<file path="config.mk">
export PLATFORM = sky130hd
export DESIGN_NAME = alu_issue_stage
export DESIGN_NICKNAME = d
export VERILOG_FILES = /design/src/rtl/alu_issue_stage.sv
export SDC_FILE = /design/constraint.sdc
export NUM_CORES = 1
export LEC_CHECK = 0
export BUFFER_PORTS_ARGS = -buffer_cell sky130_fd_sc_hd__buf_2
export CAP_MARGIN = 20
export CORE_MARGIN = 2
export CORE_UTILIZATION = 35
export CTS_CLUSTER_SIZE = 28
export DETAILED_ROUTE_END_ITERATION = 16
export SYNTH_ARGS = -nofsm -noshare
export SYNTH_HDL_FRONTEND = slang
export SYNTH_SLANG_ARGS = --single-unit
</file>
<file path="constraint.sdc">
create_clock -name clk_i -period 2.1 [get_ports clk_i]
set_clock_uncertainty 0.05 [all_clocks]
set_input_delay 0.315 -clock clk_i [delete_from_list [all_inputs] [get_ports clk_i]]
set_output_delay 0.315 -clock clk_i [all_outputs]
set_load 0.02 [all_outputs]
</file>
<file path="src/rtl/alu_issue_stage.sv">
// ALU issue stage: operand/opcode decode into a 2-entry skid buffer.
// Define ALU_ISSUE_CNT_EN to enable the issued-operation counter on count_o.
module alu_issue_stage (
  input  logic        clk_i,
  input  logic        rst_i,
  input  logic        in_valid_i,
  output logic        in_ready_o,
  input  logic [2:0]  aluop_i,
  input  logic [5:0]  funct_i,
  input  logic [4:0]  shamt_i,
  input  logic [15:0] imm_i,
  input  logic [31:0] rs_data_i,
  input  logic [31:0] rt_data_i,
  output logic        out_valid_o,
  input  logic        out_ready_i,
  output logic [31:0] src1_o,
  output logic [31:0] src2_o,
  output logic [3:0]  ctrl_o,
  output logic        illegal_o,
  output logic [15:0] count_o
);

  typedef struct packed {
    logic [31:0] src1;
    logic [31:0] src2;
    logic [3:0]  ctrl;
    logic        ill;
  } op_t;

  localparam logic [1:0] EMPTY = 2'd0;
  localparam logic [1:0] ONE   = 2'd1;
  localparam logic [1:0] TWO   = 2'd2;

  logic [1:0]  state, state_nxt;
  op_t         head, tail, dec;
  logic [31:0] sext, zext;
  logic        push, pop;
  logic        head_ld, head_shift, tail_ld;

  assign sext = {{16{imm_i[15]}}, imm_i};
  assign zext = {16'h0000, imm_i};

  always_comb begin
    dec.src1 = rs_data_i;
    dec.src2 = rt_data_i;
    dec.ctrl = 4'd15;
    dec.ill  = 1'b1;
    unique case (aluop_i)
      3'd0: begin
        dec.ill = 1'b0;
        unique case (funct_i)
          6'h24: dec.ctrl = 4'd0;
          6'h25: dec.ctrl = 4'd1;
          6'h21: dec.ctrl = 4'd2;
          6'h23: dec.ctrl = 4'd3;
          6'h2B: dec.ctrl = 4'd4;
          6'h02: begin
            dec.ctrl = 4'd5;
            dec.src1 = {27'd0, shamt_i};
          end
          6'h06: dec.ctrl = 4'd13;
          6'h2A: dec.ctrl = 4'd7;
          default: begin
            dec.ctrl = 4'd15;
            dec.ill  = 1'b1;
          end
        endcase
      end
      3'd1, 3'd6: begin
        dec.ctrl = 4'd2;
        dec.src2 = sext;
        dec.ill  = 1'b0;
      end
      3'd2: begin
        dec.ctrl = 4'd3;
        dec.ill  = 1'b0;
      end
      3'd3: begin
        dec.ctrl = 4'd6;
        dec.src2 = zext;
        dec.ill  = 1'b0;
      end
      3'd4: begin
        dec.ctrl = 4'd1;
        dec.src2 = zext;
        dec.ill  = 1'b0;
      end
      3'd5: begin
        dec.ctrl = 4'd4;
        dec.src2 = sext;
        dec.ill  = 1'b0;
      end
      default: ;
    endcase
  end

  assign in_ready_o  = (state != TWO);
  assign out_valid_o = (state != EMPTY);
  assign push = in_valid_i & in_ready_o;
  assign pop  = out_valid_o & out_ready_i;

  // head is the presented (older) entry; tail only fills while head stalls
  assign head_ld    = push & ((state == EMPTY) | ((state == ONE) & pop));
  assign head_shift = pop & (state == TWO);
  assign tail_ld    = push & (state == ONE) & ~pop;

  always_comb begin
    state_nxt = state;
    unique case (1'b1)
      (state == EMPTY): if (push) state_nxt = ONE;
      (state == ONE): begin
        if (push & ~pop)      state_nxt = TWO;
        else if (pop & ~push) state_nxt = EMPTY;
      end
      (state == TWO): if (pop) state_nxt = ONE;
      default: state_nxt = EMPTY;
    endcase
  end

  always_ff @(posedge clk_i or negedge rst_i) begin
    if (!rst_i) begin
      state <= EMPTY;
      head  <= '0;
      tail  <= '0;
    end else begin
      state <= state_nxt;
      if (head_ld)         head <= dec;
      else if (head_shift) head <= tail;
      if (tail_ld)         tail <= dec;
    end
  end

  assign src1_o    = head.src1;
  assign src2_o    = head.src2;
  assign ctrl_o    = head.ctrl;
  assign illegal_o = head.ill;

`ifdef ALU_ISSUE_CNT_EN
  logic [15:0] cnt;

  always_ff @(posedge clk_i or negedge rst_i) begin
    if (!rst_i)   cnt <= '0;
    else if (pop) cnt <= cnt + 16'd1;
  end

  assign count_o = cnt;
`else
  assign count_o = '0;
`endif

endmodule
</file>
# == After elaboration in Yosys (flattened, before gate mapping) ==
# Index checks and enable logic that the tools add are counted.
# classes
eq_ne,20
mux,13
bitwise,12
n_reduce_logical,9
# ops
cell,count
2-to-1 mux 69 bit,2
2-to-1 mux 32 bit,2
one-hot mux 32 bit (2 select lines),1
== test 6 bit (second input constant),6
one-hot mux 4 bit (8 select lines),1
one-hot mux 5 bit (6 select lines),1
bitwise AND 1 bit,9
== test 3 bit (second input constant),3
2-to-1 mux 2 bit,4
OR reduction 8 bit,1
== test 3 x 2 -> 1 bit (second input constant),2
== test 6 x 2 -> 1 bit (second input constant),1
== test 6 x 3 -> 1 bit (second input constant),1
!= test 2 bit (second input constant),3
one-hot mux 2 bit (3 select lines),1
nonzero test 2 bit,2
OR reduction 2 bit,2
== test 3 x 1 -> 1 bit (second input constant),1
zero test 3 bit,1
!= test 3 x 1 -> 1 bit (second input constant),1
AND reduction 3 bit,1
OR reduction 3 bit,1
== test 2 x 1 -> 1 bit (second input constant),1
== test 2 bit (second input constant),1
4 further kinds,5
# totals
ff_bits,140
input_bits,98
out_inout_bits,87
elab_cells,63

# == Logic depth before layout (Yosys ltp) ==
# Gate-level depths: netlist of the first run.
# logic_depth
word_depth,7
mapped_depth,7

# == Worst setup path after synthesis of the first run ==
# Ideal clock, no wire load.
# synth_timing
kind,input to register
start,in funct_i[1]
end,reg head (netlist bit src1_o[2])
setup_ns,0.137
t_arrival_ns,1.879
setup_slack_ns,0.034
cell_stages,7
n_path_buf,3
path_cell_list,buf_2 or4b_4 or4_4 buf_6 buf_6 mux2i_1 a21oi_1
# synth_between
elab_chain_len,4
# synth_lines
element,line,text
from (decl),9,"input logic [5:0] funct_i,"
== test 6 x 2 -> 1 bit,51,unique case (funct_i)
2-to-1 mux 32 bit,51,
2-to-1 mux 32 bit,48,unique case (aluop_i)
2-to-1 mux 69 bit,127,if (head_ld) head <= dec;
to (signal assigned),128,else if (head_shift) head <= tail;
to (decl),35,"op_t head, tail, dec;"
# No other way between the ends.
# A chain may end at the register's enable or synchronous reset.

# == Final worst setup path of the first run ==
# layout_timing
start,reg state[1]
end,reg head (netlist bit src1_o[24])
# layout_between
elab_chain_len,6
# layout_lines
element,line,text
from (decl),34,"logic [1:0] state, state_nxt;"
from (signal assigned),126,state <= state_nxt;
nonzero test 2 bit,98,assign out_valid_o = (state != EMPTY);
bitwise AND 1 bit,100,assign pop = out_valid_o & out_ready_i;
bitwise AND 1 bit,103,assign head_ld = push & ((state == EMPTY) | ((state == ONE) & pop));
bitwise OR 1 bit,103,
bitwise AND 1 bit,103,
2-to-1 mux 69 bit / nonzero test 2 bit (equally long branches),--,
# Several ways; a longest one is shown, not always the timed one.

==> results of run 1 <==
==> critical path, cell delays in order, from the launching register on <==
cell	delay, ns
dfrtp_1	0.45
nand3b_1	0.28
buf_4	0.34
mux2_2	0.37
nand2_1	0.07
o21ai_0	0.07
==> flip-flops by register name (all words and copies together) (netlist names) <==
| register | flops |
|---|---|
| illegal_o | 1 |
| ctrl_o | 4 |
| src2_o | 32 |
| state | 2 |
| tail | 69 |
| src1_o | 32 |
==> per-stage QoR <==
step	util (%)	setup TNS, ns	total power, mW	hold WS, ns	setup slack, ns
finish	45.4	0	9.62	0.0837	0.333
global route	45.4	0	10.3	0.0740	0.183
CTS	45.4	0	9.76	0.0576	0.327
detailed placement	42.2	-0.487	6.59	0.269	-0.0330
global placement	42.2	-0.0271	6.54	0.267	-0.00885
floorplan	-	0	5.65	-0.0306	0.0336
==> final cells by class <==
class,instances,area [um^2],area share (%)
Inverter,1,3.75,0.0426
Clock buffer,25,505,5.74
Clock inverter,6,108,1.22
Tap cell,265,332,3.77
Multi-Input combinational cell,523,3130,35.5
Sequential cell,140,3500,39.8
Timing Repair Buffer,201,1220,13.9
Antenna cell,1,2.50,0.0284
==> metal layers <==
metal | GRT usage (%) | routed length [um]
met5 | 0 | 0
met3 | 3.48 | 778
met4 | 5.37 | 274
met2 | 26.4 | 7630
met1 | 22.6 | 7940
==> cell families (layout without fill, tap and decap cells) <==
logic type | count (synthesis) | count (layout) | synth area share [%]
multiplexers | 92 | 92 | 14.5
AND/OR/NAND/NOR | 243 | 243 | 15.8
flip-flops | 140 | 140 | 50.7
buffers and inverters | 75 | 233 | 5.34
other | 1 | 17 | 0.0542
AO/OA/AOI/OAI | 171 | 171 | 13.5
XOR/XNOR | 1 | 1 | 0.127
==> where the power goes <==
part	internal (mW)	switching [mW]	leakage, nW
combinational	1.08	1.48	2.29
clock	2.02	1.10	0.299
sequential	3.54	0.402	1.74
total	6.64	2.98	4.33
==> cell usage in the layout (no fill, tap or decap), types with 2 or more instances in the layout <==
cell and n:
bufinv_16 3, o21ai_0 126, dfrtp_1 140, a21oi_1 10, mux2i_1 24, o22ai_1 2, nand3b_1 2, conb_1 16
and2_1 2, buf_4 22, nor2b_1 18, nand3_1 33, mux2_2 68, clkbuf_8 5, buf_2 167, o31ai_1 20
nor4b_1 2, clkbuf_1 3, nand2_1 161, buf_12 10, clkinv_2 2, o21ai_1 3, clkbuf_16 17, nand2b_1 6
nor2_1 7, or2_2 3, a211oi_1 4
==> repair_timing <==
| item | 4_1_cts | 5_1_grt |
|---|---|---|
| endpoints found under the setup margin | 0 | 0 |
| hold buffers | 1 | 0 |
| endpoints found under the hold margin | 47 | 0 |
==> how the worst min path moves through the flow <==
stage | start | end | slack [ns]
floorplan | rst_i | ctrl_o[0]$_DFFE_PN0P_ | -0.03
global placement | rst_i | src2_o[4]$_DFFE_PN0P_ | 0.27
detailed placement | rst_i | tail[9]$_DFFE_PN0P_ | 0.27
CTS | out_ready_i | state[1]$_DFFE_PN0P_ | 0.06
global route | out_ready_i | state[1]$_DFFE_PN0P_ | 0.07
finish | out_ready_i | state[1]$_DFFE_PN0P_ | 0.08
==> impl_metrics.toml, run 1 <==
[die]
core_area_um2 = 19400
ioPinCount = 185
die_x_um = 145
die_area_um2 = 20900
rows = 51
fp.dieH_um = 145
start_util_pct = 35.6

[yosys]
yosysSeqAreaShare_pct = 50.7
synth_commonest_cells = "nand2_1, dfrtp_1, o21ai_0"
ys_ff_latch = 140
netlist_area_um2 = 6910
syn-instance-count = 723
ys_warn_count = 0
synth_area_leaders = "dfrtp_1, mux2_2, o21ai_0"
yosysTopAreaCell = "dfrtp_1"
synth_top_area_share_pct = 50.7
synth_cell_types = 39
ys.flop_type = "dfrtp_1"
synth-async-reset-ratio_pct = 100
synth_edf_count = 0
synth.most_common_cell = "nand2_1"
avgSynthCellArea_um2 = 9.56

[grt]
grt_pass1_wl_um = 27400
grt_pass1_vias = 5320
track_usage_pct = 16.6
grt_max_degree = 53
antenna_found_initial = 1
gr-total-overflow = 0

[layout]
stdcell_count = 1162
drive_gt1_share_pct = 33.9
nNetsFinal = 982
area_growth_pct = 27.3
final_area_um2 = 8800
fill_cells = 1933

[detailed_routing]
ant_nets = 0
remaining_drc_errors = 0
num_vias = 5468
firstDrtPassIters = 4
via_per_inst = 4.71
drtIter0Drc = 237
wl_um = 16600
post_drt_wl_per_cell_um = 14.3

[power_and_ir_drop]
vdd_drop_max_mv = 0.591
p_per_area_nw_per_um2 = 1090
p_leak_nw = 4.33

[timing]
maxSlewHeadroom_pct = 56.5
setup_viol = 0
drv_slew = 0
worst_slew_pin_slew_ns = 0.652
fmax_mhz = 566
period_share_pct = 84.1
hold_violations = 0
rsz0062_at_grt = "false"
finalCriticalPeriod_ns = 1.77

[clock_tree]
cts_resized = 0
htreeDepth = 4
root_buffer = "clkbuf_16"
cts_sinks = 140
post_cts_buffers = 0
path_clk_slew_ns = 0.06
numCtsBuffers = 17
cts_tree = "done"
clock_latency_ns = 0.40
cts_buffer_depth = 2

[place]
globalplace.congestion = 0.761
hpwl_um = 11700
port_buffers = 168
placed_area_um2 = 8180
place_inst = 1129

[worst_setup_path]
cp-start-kind = "flop"
reg2reg_slack_ns = 0.33
crit_type = "flop to flop"
crit_path_start = "state[1]$_DFFE_PN0P_"
critPathMaxFanout = 19
reg2regPathDepth = 5
cp.arrival_ns = 2.00
r2r-start = "state[1]$_DFFE_PN0P_"
end_kind = "flop"
required_ns = 2.33
r2r_end = "src1_o[24]$_DFFE_PN0P_"
endpoint = "src1_o[24]$_DFFE_PN0P_"

[min_path]
whs_path_depth = 2
hp-class = "input pin to flop"

[status]
status = "completed"

[run]
maxCapViolCount = 0
Power figures use the tool's default switching activity.
==> run 2, diff against run 1 <==
==> constraint.sdc (replaced) <==
create_clock -name clk_i -period 1.72 [get_ports clk_i]
set_clock_uncertainty 0.05 [all_clocks]
set_input_delay 0.258 -clock clk_i [delete_from_list [all_inputs] [get_ports clk_i]]
set_output_delay 0.258 -clock clk_i [all_outputs]
set_load 0.02 [all_outputs]
==> impl_metrics.toml, run 2 (synthesized netlist as in run 1, its figures left out) <==
[power_and_ir_drop]
p_leak_nw = 4.48
vdd_drop_max_mv = 0.666
pwr-share-clk_pct = 34.2
p_comb_share_pct = 26.4
p_per_area_nw_per_um2 = 1340
swShare_pct = 31.0
seqPwrFrac_pct = 39.4
power_switching_mw = 3.79
p_int_mw = 8.42

[worst_setup_path]
reg2reg_slack_ns = 0.07
required_ns = 1.96
cp-start-kind = "input pin"
crit_type = "input pin to flop"
reg2regPathDepth = 8
cp_cell_sequence = "buf_2 -> or4b_4 -> or4_4 -> buf_4 -> nand2_1 -> o21ai_0"
cp_slowest_stage_delay_ns = 0.56
end_kind = "flop"
crit_path_top_delay_cell = "or4b_4"
critPathMaxFanout = 13
cp.arrival_ns = 1.90

[layout]
layout_commonest_cell = "buf_2"
largest_reg_flops = 69
final_core_util_pct = 46.8
nNetsFinal = 999
area_growth_pct = 31.4
antennaDiodeCount = 0
fill_cells = 1915
stdcell_count = 1179
mostFrequentLayoutCells = "buf_2, nand2_1, dfrtp_1"
top_register = "tail"
drive_gt1_share_pct = 35.4

[clock_tree]
cts_buffer_depth = 2
cts_sinks = 140
numCtsBuffers = 17
path_clk_slew_ns = 0.06
root_buffer = "clkbuf_16"
htreeDepth = 4
cts_tree = "done"
clock_latency_ns = 0.42

[detailed_routing]
ant_nets = 0
wl_um = 17200
drtIter0Drc = 218
firstDrtPassIters = 5
via_per_inst = 4.75
num_vias = 5597
post_drt_wl_per_cell_um = 14.6
remaining_drc_errors = 0

[timing]
fin_tns_setup_ns = 0
hold_violations = 0
fmax_mhz = 601
period_share_pct = 96.8
drv_slew = 0
finalCriticalPeriod_ns = 1.66
setup_viol = 0
worst_hold_slack_ns = 0.0439

[status]
status = "completed"

[grt]
antenna_found_initial = 1
grt_pass1_vias = 5248
gr-total-overflow = 0
grt_pass1_wl_um = 27100
grt_max_degree = 74
track_usage_pct = 16.8

[min_path]
hp-class = "input pin to flop"
whs_path_depth = 3

[die]
start_util_pct = 35.6
die_area_um2 = 20900
ioPinCount = 185
die_x_um = 145
rows = 51
fp.dieH_um = 145
core_area_um2 = 19400

[place]
place_inst = 1140
port_buffers = 168
globalplace.congestion = 0.734
hpwl_um = 11700

[run]
maxCapViolCount = 0
[run 2: changes by cell type in the layout (fill, tap and decap cells not counted), sizes merged, moves of 3 or more]
| cell | change |
|---|---|
| clkbuf | -6 |
| buf | +14 |
| clkinv | +4 |
| bufinv | +3 |
[run 2: metal layers]
layer	routed length (um)	vias up	GRT usage [%]
li1	-	2825	-
met1	8100	2636	21.7
met2	8030	126	27.5
met3	1010	10	5.56
met4	104	0	3.68
met5	0	-	0
[run 2: area by class of cell]
class / count / area (um^2) / area share [%]
Inverter: 1 / 3.75 / 0.0413
Timing Repair Buffer: 218 / 1440 / 15.8
Clock buffer: 17 / 425 / 4.68
Tap cell: 265 / 332 / 3.65
Multi-Input combinational cell: 523 / 3140 / 34.5
Sequential cell: 140 / 3500 / 38.6
Clock inverter: 15 / 245 / 2.70
[run 2: power groups by stage]
stage | Combinational (mW) | Sequential, mW | Clock [mW]
4_1_cts | 3.23 | 4.82 | 4.28
2_1_floorplan | 1.58 | 5.31 | 0
6_report | 3.23 | 4.81 | 4.18
3_5_place_dp | 3.20 | 4.87 | 0
3_3_place_gp | 3.16 | 4.84 | 0
5_1_grt | 3.62 | 4.95 | 4.46
[run 2: critical path, delay by kind of cell]
kind / cells / cell delay (ns)
AND/OR/NAND/NOR: 3 / 1.22
buffers and inverters: 2 / 0.35
AO/OA/AOI/OAI: 1 / 0.08
[run 2: metrics by stage]
step	setup WS, ns	power, mW	instance area [um^2]
final	0.0552	12.2	9080
after global routing	-0.00437	13.0	9080
after CTS	0.0347	12.3	8990
after detailed placement	-0.390	8.07	8280
after global placement	-0.362	8.00	8280
after floorplan	-0.245	6.90	6990
[run 2: repair_timing]
| item | in CTS | in global routing |
|---|---|---|
| setup endpoints to repair | 1 | 22 |
| resized for setup | 3 | 16 |
| endpoints found under the hold margin | 38 | 0 |
| gates cloned | 0 | 2 |
| setup buffers | 1 | 2 |
| hold buffers | 2 | 0 |
[run 2: path summary, 6_finish.rpt]
path,startpoint,endpoint
max in group asynchronous,rst_i,tail[40]$_DFFE_PN0P_
hold reg to reg,tail[47]$_DFFE_PN0P_,tail[47]$_DFFE_PN0P_
hold / removal,rs_data_i[18],tail[55]$_DFFE_PN0P_
min in group asynchronous,rst_i,src2_o[0]$_DFFE_PN0P_
setup reg to reg,state[1]$_DFFE_PN0P_,src2_o[6]$_DFFE_PN0P_
setup / recovery,funct_i[0],src1_o[28]$_DFFE_PN0P_
